**config.mk**
```make
export PLATFORM = sky130hd
export DESIGN_NAME = as_mc_controller
export DESIGN_NICKNAME = d
export VERILOG_FILES = /design/src/rtl/as_mc_controller.sv
export SDC_FILE = /design/constraint.sdc
export NUM_CORES = 1
export LEC_CHECK = 0
export ABC_AREA = 0
export CAP_MARGIN = 20
export CORE_ASPECT_RATIO = 0.75
export CORE_MARGIN = 2
export CORE_UTILIZATION = 40
export DETAILED_ROUTE_END_ITERATION = 8
export PLACE_DENSITY = 0.68
export SETUP_SLACK_MARGIN = 0.3
export SYNTH_ARGS = -nofsm -noshare
export SYNTH_HDL_FRONTEND = slang
export SYNTH_SLANG_ARGS = --single-unit
```
**constraint.sdc**
```tcl
create_clock -name clk_i -period 4.9 [get_ports clk_i]
set_clock_uncertainty 0.2 [all_clocks]
set_input_delay 0.49 -clock clk_i [delete_from_list [all_inputs] [get_ports clk_i]]
set_output_delay 0.49 -clock clk_i [all_outputs]
set_load 0.05 [all_outputs]
```
**src/rtl/as_mc_controller.sv**
```systemverilog
// rtl/as_mc_controller.sv - multicycle RV64I sequencing controller with retire counter and illegal-opcode trap
module as_mc_controller #(
    parameter int CNT_WIDTH = 64
) (
    input  logic                 clk_i,
    input  logic                 rst_i,
    input  logic [6:0]           opcode_i,
    input  logic                 branch_cond_i,
    input  logic                 mem_ready_i,
    output logic                 pc_wr_o,
    output logic                 ir_wr_o,
    output logic                 adr_src_o,
    output logic                 mem_rd_o,
    output logic                 mem_wr_o,
    output logic                 reg_wr_o,
    output logic [1:0]           alu_src_a_o,
    output logic [1:0]           alu_src_b_o,
    output logic [1:0]           alu_op_o,
    output logic [1:0]           result_src_o,
    output logic                 illegal_o,
    output logic [CNT_WIDTH-1:0] instret_o,
    output logic [3:0]           state_o
);

    typedef enum logic [3:0] {
        S_FETCH  = 4'd0,
        S_DECODE = 4'd1,
        S_MEMADR = 4'd2,
        S_MEMRD  = 4'd3,
        S_MEMWB  = 4'd4,
        S_MEMWR  = 4'd5,
        S_EXECR  = 4'd6,
        S_EXECI  = 4'd7,
        S_ALUWB  = 4'd8,
        S_BRANCH = 4'd9,
        S_JAL    = 4'd10,
        S_JALR   = 4'd11,
        S_JALRPC = 4'd12,
        S_LUI    = 4'd13,
        S_AUIPC  = 4'd14,
        S_TRAP   = 4'd15
    } state_t;

    localparam logic [6:0] OP_LOAD   = 7'b0000011;
    localparam logic [6:0] OP_STORE  = 7'b0100011;
    localparam logic [6:0] OP_REG    = 7'b0110011;
    localparam logic [6:0] OP_REG32  = 7'b0111011;
    localparam logic [6:0] OP_IMM    = 7'b0010011;
    localparam logic [6:0] OP_IMM32  = 7'b0011011;
    localparam logic [6:0] OP_BRANCH = 7'b1100011;
    localparam logic [6:0] OP_JAL    = 7'b1101111;
    localparam logic [6:0] OP_JALR   = 7'b1100111;
    localparam logic [6:0] OP_LUI    = 7'b0110111;
    localparam logic [6:0] OP_AUIPC  = 7'b0010111;

    state_t               state_q;
    state_t               state_d;
    logic                 retire;
    logic                 illegal_q;
    logic [CNT_WIDTH-1:0] instret_q;

    always_ff @(posedge clk_i) begin
        if (!rst_i) begin
            state_q   <= S_FETCH;
            illegal_q <= 1'b0;
            instret_q <= '0;
        end else begin
            state_q <= state_d;
            // Set on entry so the flag is already visible in the first TRAP cycle.
            if (state_d == S_TRAP) begin
                illegal_q <= 1'b1;
            end
            if (retire) begin
                instret_q <= instret_q + CNT_WIDTH'(1);
            end
        end
    end

    always_comb begin
        state_d      = state_q;
        retire       = 1'b0;
        pc_wr_o      = 1'b0;
        ir_wr_o      = 1'b0;
        adr_src_o    = 1'b0;
        mem_rd_o     = 1'b0;
        mem_wr_o     = 1'b0;
        reg_wr_o     = 1'b0;
        alu_src_a_o  = 2'b00;
        alu_src_b_o  = 2'b00;
        alu_op_o     = 2'b00;
        result_src_o = 2'b00;

        case (state_q)
            S_FETCH: begin
                mem_rd_o     = 1'b1;
                alu_src_b_o  = 2'b10;
                result_src_o = 2'b10;
                ir_wr_o      = mem_ready_i;
                pc_wr_o      = mem_ready_i;
                if (mem_ready_i) begin
                    state_d = S_DECODE;
                end
            end
            S_DECODE: begin
                alu_src_a_o = 2'b01;
                alu_src_b_o = 2'b01;
                case (opcode_i)
                    OP_LOAD, OP_STORE: state_d = S_MEMADR;
                    OP_REG, OP_REG32:  state_d = S_EXECR;
                    OP_IMM, OP_IMM32:  state_d = S_EXECI;
                    OP_BRANCH:         state_d = S_BRANCH;
                    OP_JAL:            state_d = S_JAL;
                    OP_JALR:           state_d = S_JALR;
                    OP_LUI:            state_d = S_LUI;
                    OP_AUIPC:          state_d = S_AUIPC;
                    default:           state_d = S_TRAP;
                endcase
            end
            S_MEMADR: begin
                alu_src_a_o = 2'b10;
                alu_src_b_o = 2'b01;
                state_d     = (opcode_i == OP_STORE) ? S_MEMWR : S_MEMRD;
            end
            S_MEMRD: begin
                adr_src_o = 1'b1;
                mem_rd_o  = 1'b1;
                if (mem_ready_i) begin
                    state_d = S_MEMWB;
                end
            end
            S_MEMWB: begin
                result_src_o = 2'b01;
                reg_wr_o     = 1'b1;
                retire       = 1'b1;
                state_d      = S_FETCH;
            end
            S_MEMWR: begin
                adr_src_o = 1'b1;
                mem_wr_o  = 1'b1;
                if (mem_ready_i) begin
                    retire  = 1'b1;
                    state_d = S_FETCH;
                end
            end
            S_EXECR: begin
                alu_src_a_o = 2'b10;
                alu_op_o    = 2'b10;
                state_d     = S_ALUWB;
            end
            S_EXECI: begin
                alu_src_a_o = 2'b10;
                alu_src_b_o = 2'b01;
                alu_op_o    = 2'b10;
                state_d     = S_ALUWB;
            end
            S_ALUWB: begin
                reg_wr_o = 1'b1;
                retire   = 1'b1;
                state_d  = S_FETCH;
            end
            S_BRANCH: begin
                alu_src_a_o = 2'b10;
                alu_op_o    = 2'b01;
                pc_wr_o     = branch_cond_i;
                retire      = 1'b1;
                state_d     = S_FETCH;
            end
            // JAL: target already in ALUOut from DECODE; ALU now forms the link value oldPC+4.
            S_JAL: begin
                alu_src_a_o = 2'b01;
                alu_src_b_o = 2'b10;
                pc_wr_o     = 1'b1;
                state_d     = S_ALUWB;
            end
            S_JALR: begin
                alu_src_a_o = 2'b10;
                alu_src_b_o = 2'b01;
                state_d     = S_JALRPC;
            end
            S_JALRPC: begin
                alu_src_a_o = 2'b01;
                alu_src_b_o = 2'b10;
                pc_wr_o     = 1'b1;
                state_d     = S_ALUWB;
            end
            S_LUI: begin
                alu_src_a_o = 2'b11;
                alu_src_b_o = 2'b01;
                state_d     = S_ALUWB;
            end
            S_AUIPC: begin
                alu_src_a_o = 2'b01;
                alu_src_b_o = 2'b01;
                state_d     = S_ALUWB;
            end
            default: begin
                state_d = S_TRAP;
            end
        endcase

        // Reset cycles must never write anything, including mid-instruction aborts.
        if (!rst_i) begin
            pc_wr_o      = 1'b0;
            ir_wr_o      = 1'b0;
            adr_src_o    = 1'b0;
            mem_rd_o     = 1'b0;
            mem_wr_o     = 1'b0;
            reg_wr_o     = 1'b0;
            alu_src_a_o  = 2'b00;
            alu_src_b_o  = 2'b00;
            alu_op_o     = 2'b00;
            result_src_o = 2'b00;
        end
    end

    assign illegal_o = illegal_q;
    assign instret_o = instret_q;
    assign state_o   = state_q;

endmodule

```
# After elaboration in Yosys (flattened, before gate mapping)
# Index checks and enable logic that the tools add are counted.
# word_totals
regBits,69
input_bits,11
out_inout_bits,83
word_cells,73
# op_classes
addsub,1
n_eq_ne,26
n_mux,28
n_reduce_logical,15
# op_table
operator,count
adder 64 x 1 -> 64 bit (second input constant),1
one-hot mux 4 bit (8 select lines),2
== test 4 bit (second input constant),8
== test 7 x 6 -> 1 bit (second input constant),4
== test 7 x 5 -> 1 bit (second input constant),3
== test 7 bit (second input constant),3
== test 4 x 3 -> 1 bit (second input constant),4
OR reduction 2 bit,8
two-way mux 1 bit,12
two-way mux 4 bit,3
one-hot mux 2 bit (2 select lines),3
OR reduction 6 bit,2
== test 4 x 2 -> 1 bit (second input constant),2
two-way mux 2 bit,4
== test 7 x 2 -> 1 bit (second input constant),1
one-hot mux 2 bit (3 select lines),1
OR reduction 3 bit,2
OR reduction 5 bit,1
== test 4 x 1 -> 1 bit (second input constant),1
logical NOT 4 bit,1
OR reduction 4 bit,1
two-way mux 3 bit,1
one-hot mux 1 bit (3 select lines),1
one-hot mux 1 bit (2 select lines),1

# Longest topological paths before layout
# Gate-level depths: netlist of the first run.
# logic_depth
word_depth,5
ltp_mapped,8
depth_no_buf,5

# Worst setup path after synthesis of the first run
# No wires, ideal clock.
# synth_path
kind,reg2out
from,"register state_q[1], in the netlist state_o[1]"
to,output adr_src_o
arrival_ns,2.900
required_time_ns,4.210
slack_ns,1.310
path_stages_with_launch,5
path_buffers,2
cell_sequence,dfxtp_1 clkbuf_1 buf_1 xnor2_1 nor4_1
# synth_via
elab_chain_len,4
word_cells_on_any_way,5
cone_classes,eq/ne: 2; mux: 2; reduce/logical: 1
# synth_rtl
element,line,rtl
from (decl),56,state_t state_q;
from (signal assigned),68,state_q <= state_d;
== test 4 x 3 -> 1 bit or == test 4 x 2 -> 1 bit (tied branches),93,case (state_q)
OR reduction 2 bit (no line) (*),-,
two-way mux 1 bit (*),93,
two-way mux 1 bit (*),202,if (!rst_i) begin
to (decl),12,"output logic adr_src_o,"
# Mark *: on every way between the ends. The rest lies on a longest branch, timed or not.

# Final worst setup path of the first run
# layout_path
from,input rst_i
to,output ir_wr_o
# layout_via
elab_chain_len,1
# layout_rtl
element,line,rtl
from (decl),6,"input logic rst_i,"
two-way mux 1 bit,202,
to (decl),11,"output logic ir_wr_o,"
# No other way between the ends.

==> results of run 1 <==
==> cells in the final DEF (no fill, tap or decap), types with 3 or more instances in the layout <==
master	Yosys	routed
a21oi_1	46	46
dfxtp_1	69	69
clkbuf_8	0	4
nand3_1	19	19
nand2_1	46	46
o41ai_1	4	4
xnor2_1	15	15
nor4b_1	4	4
o21a_1	4	4
a31oi_1	3	3
o21ai_0	22	22
nor2_1	44	44
clkdlybuf4s50_1	0	93
nand4_1	29	29
nor4_1	10	10
and3_1	5	5
nand2b_1	12	12
or4_1	21	21
nor3_1	8	8
o31ai_1	20	20
o22ai_1	4	4
xor2_1	4	4
mux2i_1	6	6
or3_1	19	19
clkbuf_16	0	9
o311ai_0	3	3
inv_1	14	13
and2_1	6	6
nor2b_1	5	5
==> cells in the mapped netlist, types with 5 or more instances <==
cell type / number / area (um^2)
a21oi_1: 46 / 230
and2_1: 6 / 37.5
and3_1: 5 / 31.3
clkbuf_1: 22 / 82.6
dfxtp_1: 69 / 1380
inv_1: 14 / 52.6
mux2i_1: 6 / 60.1
nand2_1: 46 / 173
nand2b_1: 12 / 75.1
nand3_1: 19 / 95.1
nand4_1: 29 / 181
nor2_1: 44 / 165
nor2b_1: 5 / 31.3
nor3_1: 8 / 40.0
nor4_1: 10 / 62.6
o21ai_0: 22 / 110
o31ai_1: 20 / 150
or3_1: 19 / 119
or4_1: 21 / 158
xnor2_1: 15 / 131
==> final cells by class <==
type | count | area, um^2
sequential | 69 | 1380
clock buffer | 14 | 284
multi-input combinational | 379 | 2260
fill | 884 | 4040
clock inverter | 2 | 38.8
tap | 128 | 160
inverter | 14 | 52.6
timing repair buffer | 95 | 946
==> metal layers <==
| metal | up-vias | track usage, % |
|---|---|---|
| met5 | - | 0 |
| met3 | 10 | 5.34 |
| met2 | 164 | 30.4 |
| li1 | 1999 | - |
| met1 | 1866 | 31.1 |
| met4 | 0 | 6.52 |
==> metrics by stage <==
| step | power (mW) | worst slack [ns] | std cells | hold WS [ns] |
|---|---|---|---|---|
| finish | 1.77 | 1.40 | 701 | 0.255 |
| global route | 1.84 | 1.31 | 701 | 0.296 |
| CTS | 1.78 | 1.39 | 701 | 0.255 |
| detailed placement | 1.09 | 1.41 | 685 | 0.242 |
| global placement | 1.09 | 1.44 | 685 | 0.245 |
| floorplan | 0.954 | 1.31 | 489 | 0.440 |
==> registers in the layout (all words and copies together), names as in the netlist <==
register / flops
instret_o: 64
state_o: 4
illegal_o: 1
==> worst paths after layout <==
path / endpoint / slack [ns] / depth (start not counted)
hold / removal: illegal_o$_SDFFE_PN0N_ / 0.25 / 2
hold reg to reg: illegal_o$_SDFFE_PN0N_ / 0.25 / 2
setup reg to reg: instret_o[53]$_SDFFE_PN0P_ / 1.82 / 5
setup / recovery: ir_wr_o / 1.40 / 7
==> kinds of logic after synthesis <==
logic type / count (synthesis) / share of synthesized area (%)
compound gates: 115 / 18.4
xor+xnor: 19 / 4.38
fa+ha+maj: 1 / 0.329
buf+inv: 41 / 4.31
flops: 69 / 36.3
mux: 6 / 1.58
simple gates: 238 / 34.7
==> report_power, final <==
group / switching, mW / internal, mW / total, mW
clock network: 0.234 / 0.451 / 0.685
registers: 0.0533 / 0.577 / 0.630
logic: 0.300 / 0.153 / 0.453
==> critical path: stages <==
cell and delay (ns):
clkdlybuf4s50_1 0.49, buf_4 0.27, inv_2 0.11, or3_1 0.38
nor2_1 0.15, and2_1 0.13, clkdlybuf4s50_1 0.79
==> summary.txt, run 1 <==
Drt
  – Antenna viol nets, final: 0
  – Routed WL: 10,700 um
  – Post-DR wirelength/cell: 15.3 um
  – Vias per inst: 5.76
  – DR pass1 iterations: 6
  – Final routed DRC violation total: 0
  – WL met2: 4610 um
  – Met1 WL: 5280 um
  – WL met3: 742 um
  – Total number of vias: 4,039
  – Top sig layer: met4
  – Iteration-0 DRC Markers: 423

Synthesis
  – Most used DFF post-synth: dfxtp_1
  – Yosys reg bits: 69
  – YS warnings: 0
  – Syn Area/Cell: 7.77 um^2
  – Post-Synthesis Cells: 489
  – Synthesized area: 0.00380 mm^2
  – Post-synth EDFFs: 0
  – Post-synthesis sequential area ratio: 36.3%
  – Syn_nets: 501
  – Netlist cell types: 48
  – Async S/R FF share, synth: 0%

Clock tree
  – Clk slew on worst S/H paths: 0.05 ns
  – Num CTS Buffers: 9
  – Post-CTS Hold Fix Bufs: 0
  – Post-CTS setup buffers: 0
  – H-Tree Depth: 3
  – Sink Count: 69
  – Root Buffer: clkbuf_16
  – PostCTS Resize Cnt: 0
  – Worst-skew pair later-pin latency: 0.33 ns
  – CTS tree: built
  – Maximum clock path buffer count: 2

Timing
  – Final setup viols: 0
  – Max Freq: 285 MHz
  – Hold Violations, Final: 0
  – Slew Viols, Final: 0
  – Slew of the pin with the lowest slew margin: 0.886 ns
  – Slew headroom: 40.8%
  – Final period util: 71.5%
  – Period minus WS final: 3.50 ns
  – Setup TNS: 0 ns
  – RSZ-0062 raised after global routing: false

Cells and area
  – Area growth, synth to finish: 34.7%
  – Post-Route Utilization: 55.9%
  – Final instance area: 0.00512 mm^2
  – Layout net count: 580
  – Layout cell share with drive strength beyond 1: 3.84%
  – # diodes: 0

Floorplanning
  – Die area: 0.0103 mm^2
  – Height of the chip: 88.4 um
  – Effective utilization at floorplan: 41.5%
  – Core ar.: 0.00916 mm^2
  – Row count: 30
  – # IOs: 94
  – Die W: 117 um

Global routing
  – Pin count of the biggest net entering global routing: 60
  – First-pass GRT wire length: 17,300 um
  – Initial antenna violation count: 0
  – Vias in the first global route: 3,541
  – GRT Resource Usage Total: 21.2%
  – Grt ovf: 0

Worst setup path
  – CP startpoint: rst_i
  – WP data required: 4.21 ns
  – RR Startpoint: instret_o[29]$_SDFFE_PN0P_
  – Critical path peak fanout: 23
  – Critical Path AT: 2.81 ns
  – Worst Setup Start Kind: primary input
  – Crit. End Element: output pin
  – Kind of critical path: in -> out

Run status
  – Status: completed

Place
  – DP Area: 0.00480 mm^2
  – Final GP Congestion: 0.891
  – IO Port Bufs: 93
  – Detail Placement HPWL: 7580 um

Hold path
  – Hold Path Class: reg -> reg
  – Critical hold path startpoint: illegal_o$_SDFFE_PN0N_

Power and ir drop
  – Leakage: 1.61 nW
  – Worst VDD drop: 0.156 mV
  – Pwr/cell area: 345 mW/mm^2

Job
  – Max-cap violation count: 0
No activity file was read; power rests on OpenSTA's default activity.
==> inputs of run 2 (changes only) <==
Settings changed: PLACE_DENSITY 0.68 to 0.71.
Clock period 4.9 ns to 3.1 ns, I/O delays scaled along.
==> run 2 against run 1 <==
  * Count of clock-buffer cells in the layout decreased by 4
  * Critical path depth decreased by 2
  * Global-route usage increased by 0.096 points
  * Power increased by 64%
  * Die area unchanged
  * Setup slack got worse by 0.95 ns
  * Utilization increased by 2.2 points
  * Wire length increased by 4.3%
  * Final cell count increased by 1.7%
  * Sequential cell count unchanged
  * Largest power group unchanged
  * Non-clock buffer count increased by 11
==> summary.txt, run 2 (same netlist as run 1, synthesis figures left out) <==
Run status
  – Status: completed (unchanged)

Drt
  – Routed WL: 11,200 um (was 10,700 um)
  – Antenna viol nets, final: 0 (unchanged)
  – Total number of vias: 4,159 (was 4,039)
  – Vias per inst: 5.83 (was 5.76)
  – Final routed DRC violation total: 0 (unchanged)
  – DR pass1 iterations: 5 (was 6)
  – Iteration-0 DRC Markers: 389 (was 423)
  – Post-DR wirelength/cell: 15.7 um (was 15.3 um)

Floorplanning
  – Height of the chip: 88.4 um (unchanged)
  – Die W: 117 um (unchanged)
  – Die area: 0.0103 mm^2 (unchanged)
  – Row count: 30 (unchanged)
  – # IOs: 94 (unchanged)
  – Effective utilization at floorplan: 41.5% (unchanged)
  – Core ar.: 0.00916 mm^2 (unchanged)

Timing
  – Hold Violations, Final: 0 (unchanged)
  – Slew Viols, Final: 0 (unchanged)
  – Period minus WS final: 2.66 ns
  – Final setup viols: 0 (unchanged)
  – Slew of the pin with the lowest slew margin: 0.572 ns (was 0.886 ns)
  – RSZ-0062 raised after global routing: false (unchanged)
  – Max Freq: 376 MHz
  – Final period util: 85.7%
  – Setup TNS: 0 ns (unchanged)
  – Slew headroom: 61.6% (was 40.8%)

Global routing
  – First-pass GRT wire length: 17,700 um (was 17,300 um)
  – Vias in the first global route: 3,694 (was 3,541)
  – GRT Resource Usage Total: 21.2% (about the same)
  – Pin count of the biggest net entering global routing: 38 (was 60)
  – Grt ovf: 0 (unchanged)
  – Initial antenna violation count: 0 (unchanged)

Clock tree
  – H-Tree Depth: 3 (unchanged)
  – Num CTS Buffers: 9 (unchanged)
  – Post-CTS setup buffers: 0 (unchanged)
  – Clk slew on worst S/H paths: 0.06 ns (was 0.05 ns)
  – Maximum clock path buffer count: 2 (unchanged)
  – Root Buffer: clkbuf_16 (unchanged)
  – Sink Count: 69 (unchanged)
  – Post-CTS Hold Fix Bufs: 0 (unchanged)
  – CTS tree: built (unchanged)
  – Worst-skew pair later-pin latency: 0.33 ns (about the same)

Cells and area
  – Layout cell share with drive strength beyond 1: 9.40% (was 3.84%)
  – # diodes: 0 (unchanged)
  – Max reg flops: 64 (unchanged)
  – Most common cell after layout, fill and taps aside: clkdlybuf4s50_1 (unchanged)
  – Layout net count: 592 (was 580)
  – Area growth, synth to finish: 39.9% (was 34.7%)
  – Most frequent cells in the layout: clkdlybuf4s50_1, dfxtp_1, nand2_1, a21oi_1, nor2_1 (unchanged)

Worst setup path
  – WP data required: 3.09 ns (was 4.21 ns)
  – Kind of critical path: reg -> reg (was in -> out)
  – Slowest CP cell: nor4_4 (was clkdlybuf4s50_1)
  – Worst Setup Start Kind: flop (was primary input)
  – Critical path peak fanout: 18 (was 23)
  – Top Family by Delay on Critical Path: simple AND/OR/NAND/NOR gates (was buffers and inverters)
  – Critical Path AT: 2.65 ns (was 2.81 ns)
  – Worst path max stage delay: 0.59 ns (was 0.79 ns)
  – Buffers & Inverters on Critical Path: 0 (was 4)
  – Crit. End Element: flop (was output pin)
  – Critical-path cell list: nand4_1 -> nor4_4 -> nand4_2 -> o31ai_1 -> a21oi_1 (was clkdlybuf4s50_1 -> buf_4 -> inv_2 -> or3_1 -> nor2_1 -> and2_1 -> clkdlybuf4s50_1)

Hold path
  – Hold Path Class: reg -> reg (unchanged)

Power and ir drop
  – Worst VDD drop: 0.324 mV (was 0.156 mV)
  – Final Power: 2.90 mW (was 1.77 mW)
  – Pwr/cell area: 546 mW/mm^2 (was 345 mW/mm^2)
  – Leakage: 1.73 nW (was 1.61 nW)

Place
  – Detail Placement HPWL: 7860 um (was 7580 um)
  – IO Port Bufs: 93 (unchanged)
  – Final GP Congestion: 0.847 (was 0.891)

Job
  – Max-cap violation count: 0 (unchanged)
[run 2: power breakdown]
group | internal [mW] | leakage, nW | total, mW | switching (mW)
registers | 0.911 | 0.556 | 0.954 | 0.0426
clock network | 0.650 | 0.149 | 1.05 | 0.398
logic | 0.337 | 1.02 | 0.903 | 0.566
[run 2: repair_timing]
item | CTS | global route
endpoints found under the setup margin | 0 | 12
resized for setup | 0 | 0
hold endpoints to repair | 0 | 0
[run 2: final timing paths]
path | startpoint | end | slack (ns) | depth (start not counted)
worst min register to register | illegal_o$_SDFFE_PN0N_ | illegal_o$_SDFFE_PN0N_ | 0.26 | 2
worst max register to register | instret_o[14]$_SDFFE_PN0P_ | instret_o[53]$_SDFFE_PN0P_ | 0.44 | 5
worst min-delay path | illegal_o$_SDFFE_PN0N_ | illegal_o$_SDFFE_PN0N_ | 0.26 | 2
worst max-delay path | instret_o[14]$_SDFFE_PN0P_ | instret_o[53]$_SDFFE_PN0P_ | 0.44 | 5
[run 2: stage by stage]
step	worst slack [ns]	cell area, um^2	instances	hold WS [ns]	util [%]
2_1_floorplan	0.268	3830	489	0.260	-
3_3_place_gp	0.353	5000	696	0.248	54.6
3_5_place_dp	0.314	5000	696	0.249	54.6
4_1_cts	0.349	5310	712	0.263	57.9
5_1_grt	0.296	5320	713	0.332	58.1
6_report	0.443	5320	713	0.263	58.1
[run 2: cell type report]
cell class	instances	area, um^2
Clock buffer	10	239
Clock inverter	6	68.8
Fill cell	854	3840
Inverter	14	52.6
Multi-Input combinational cell	380	2300
Sequential cell	69	1380
Tap cell	128	160
Timing Repair Buffer	106	1120
[run 2: worst reg2reg max path, delay by kind of cell (launching register included)]
family,cells,cell delay (ns)
AND/OR/NAND/NOR,3,1.36
AO/OA/AOI/OAI,2,0.53
flip-flops,1,0.43
[run 2: per-layer routing]
layer / up-vias / global-route usage, % / wire, um / share of wire [%]
met5: - / 0 / 0 / 0
met4: 0 / 4.06 / 51 / 0.46
met3: 8 / 5.96 / 951 / 8.5
met2: 173 / 32.2 / 4950 / 44
met1: 1959 / 30.6 / 5250 / 47
li1: 2019 / - / - / -
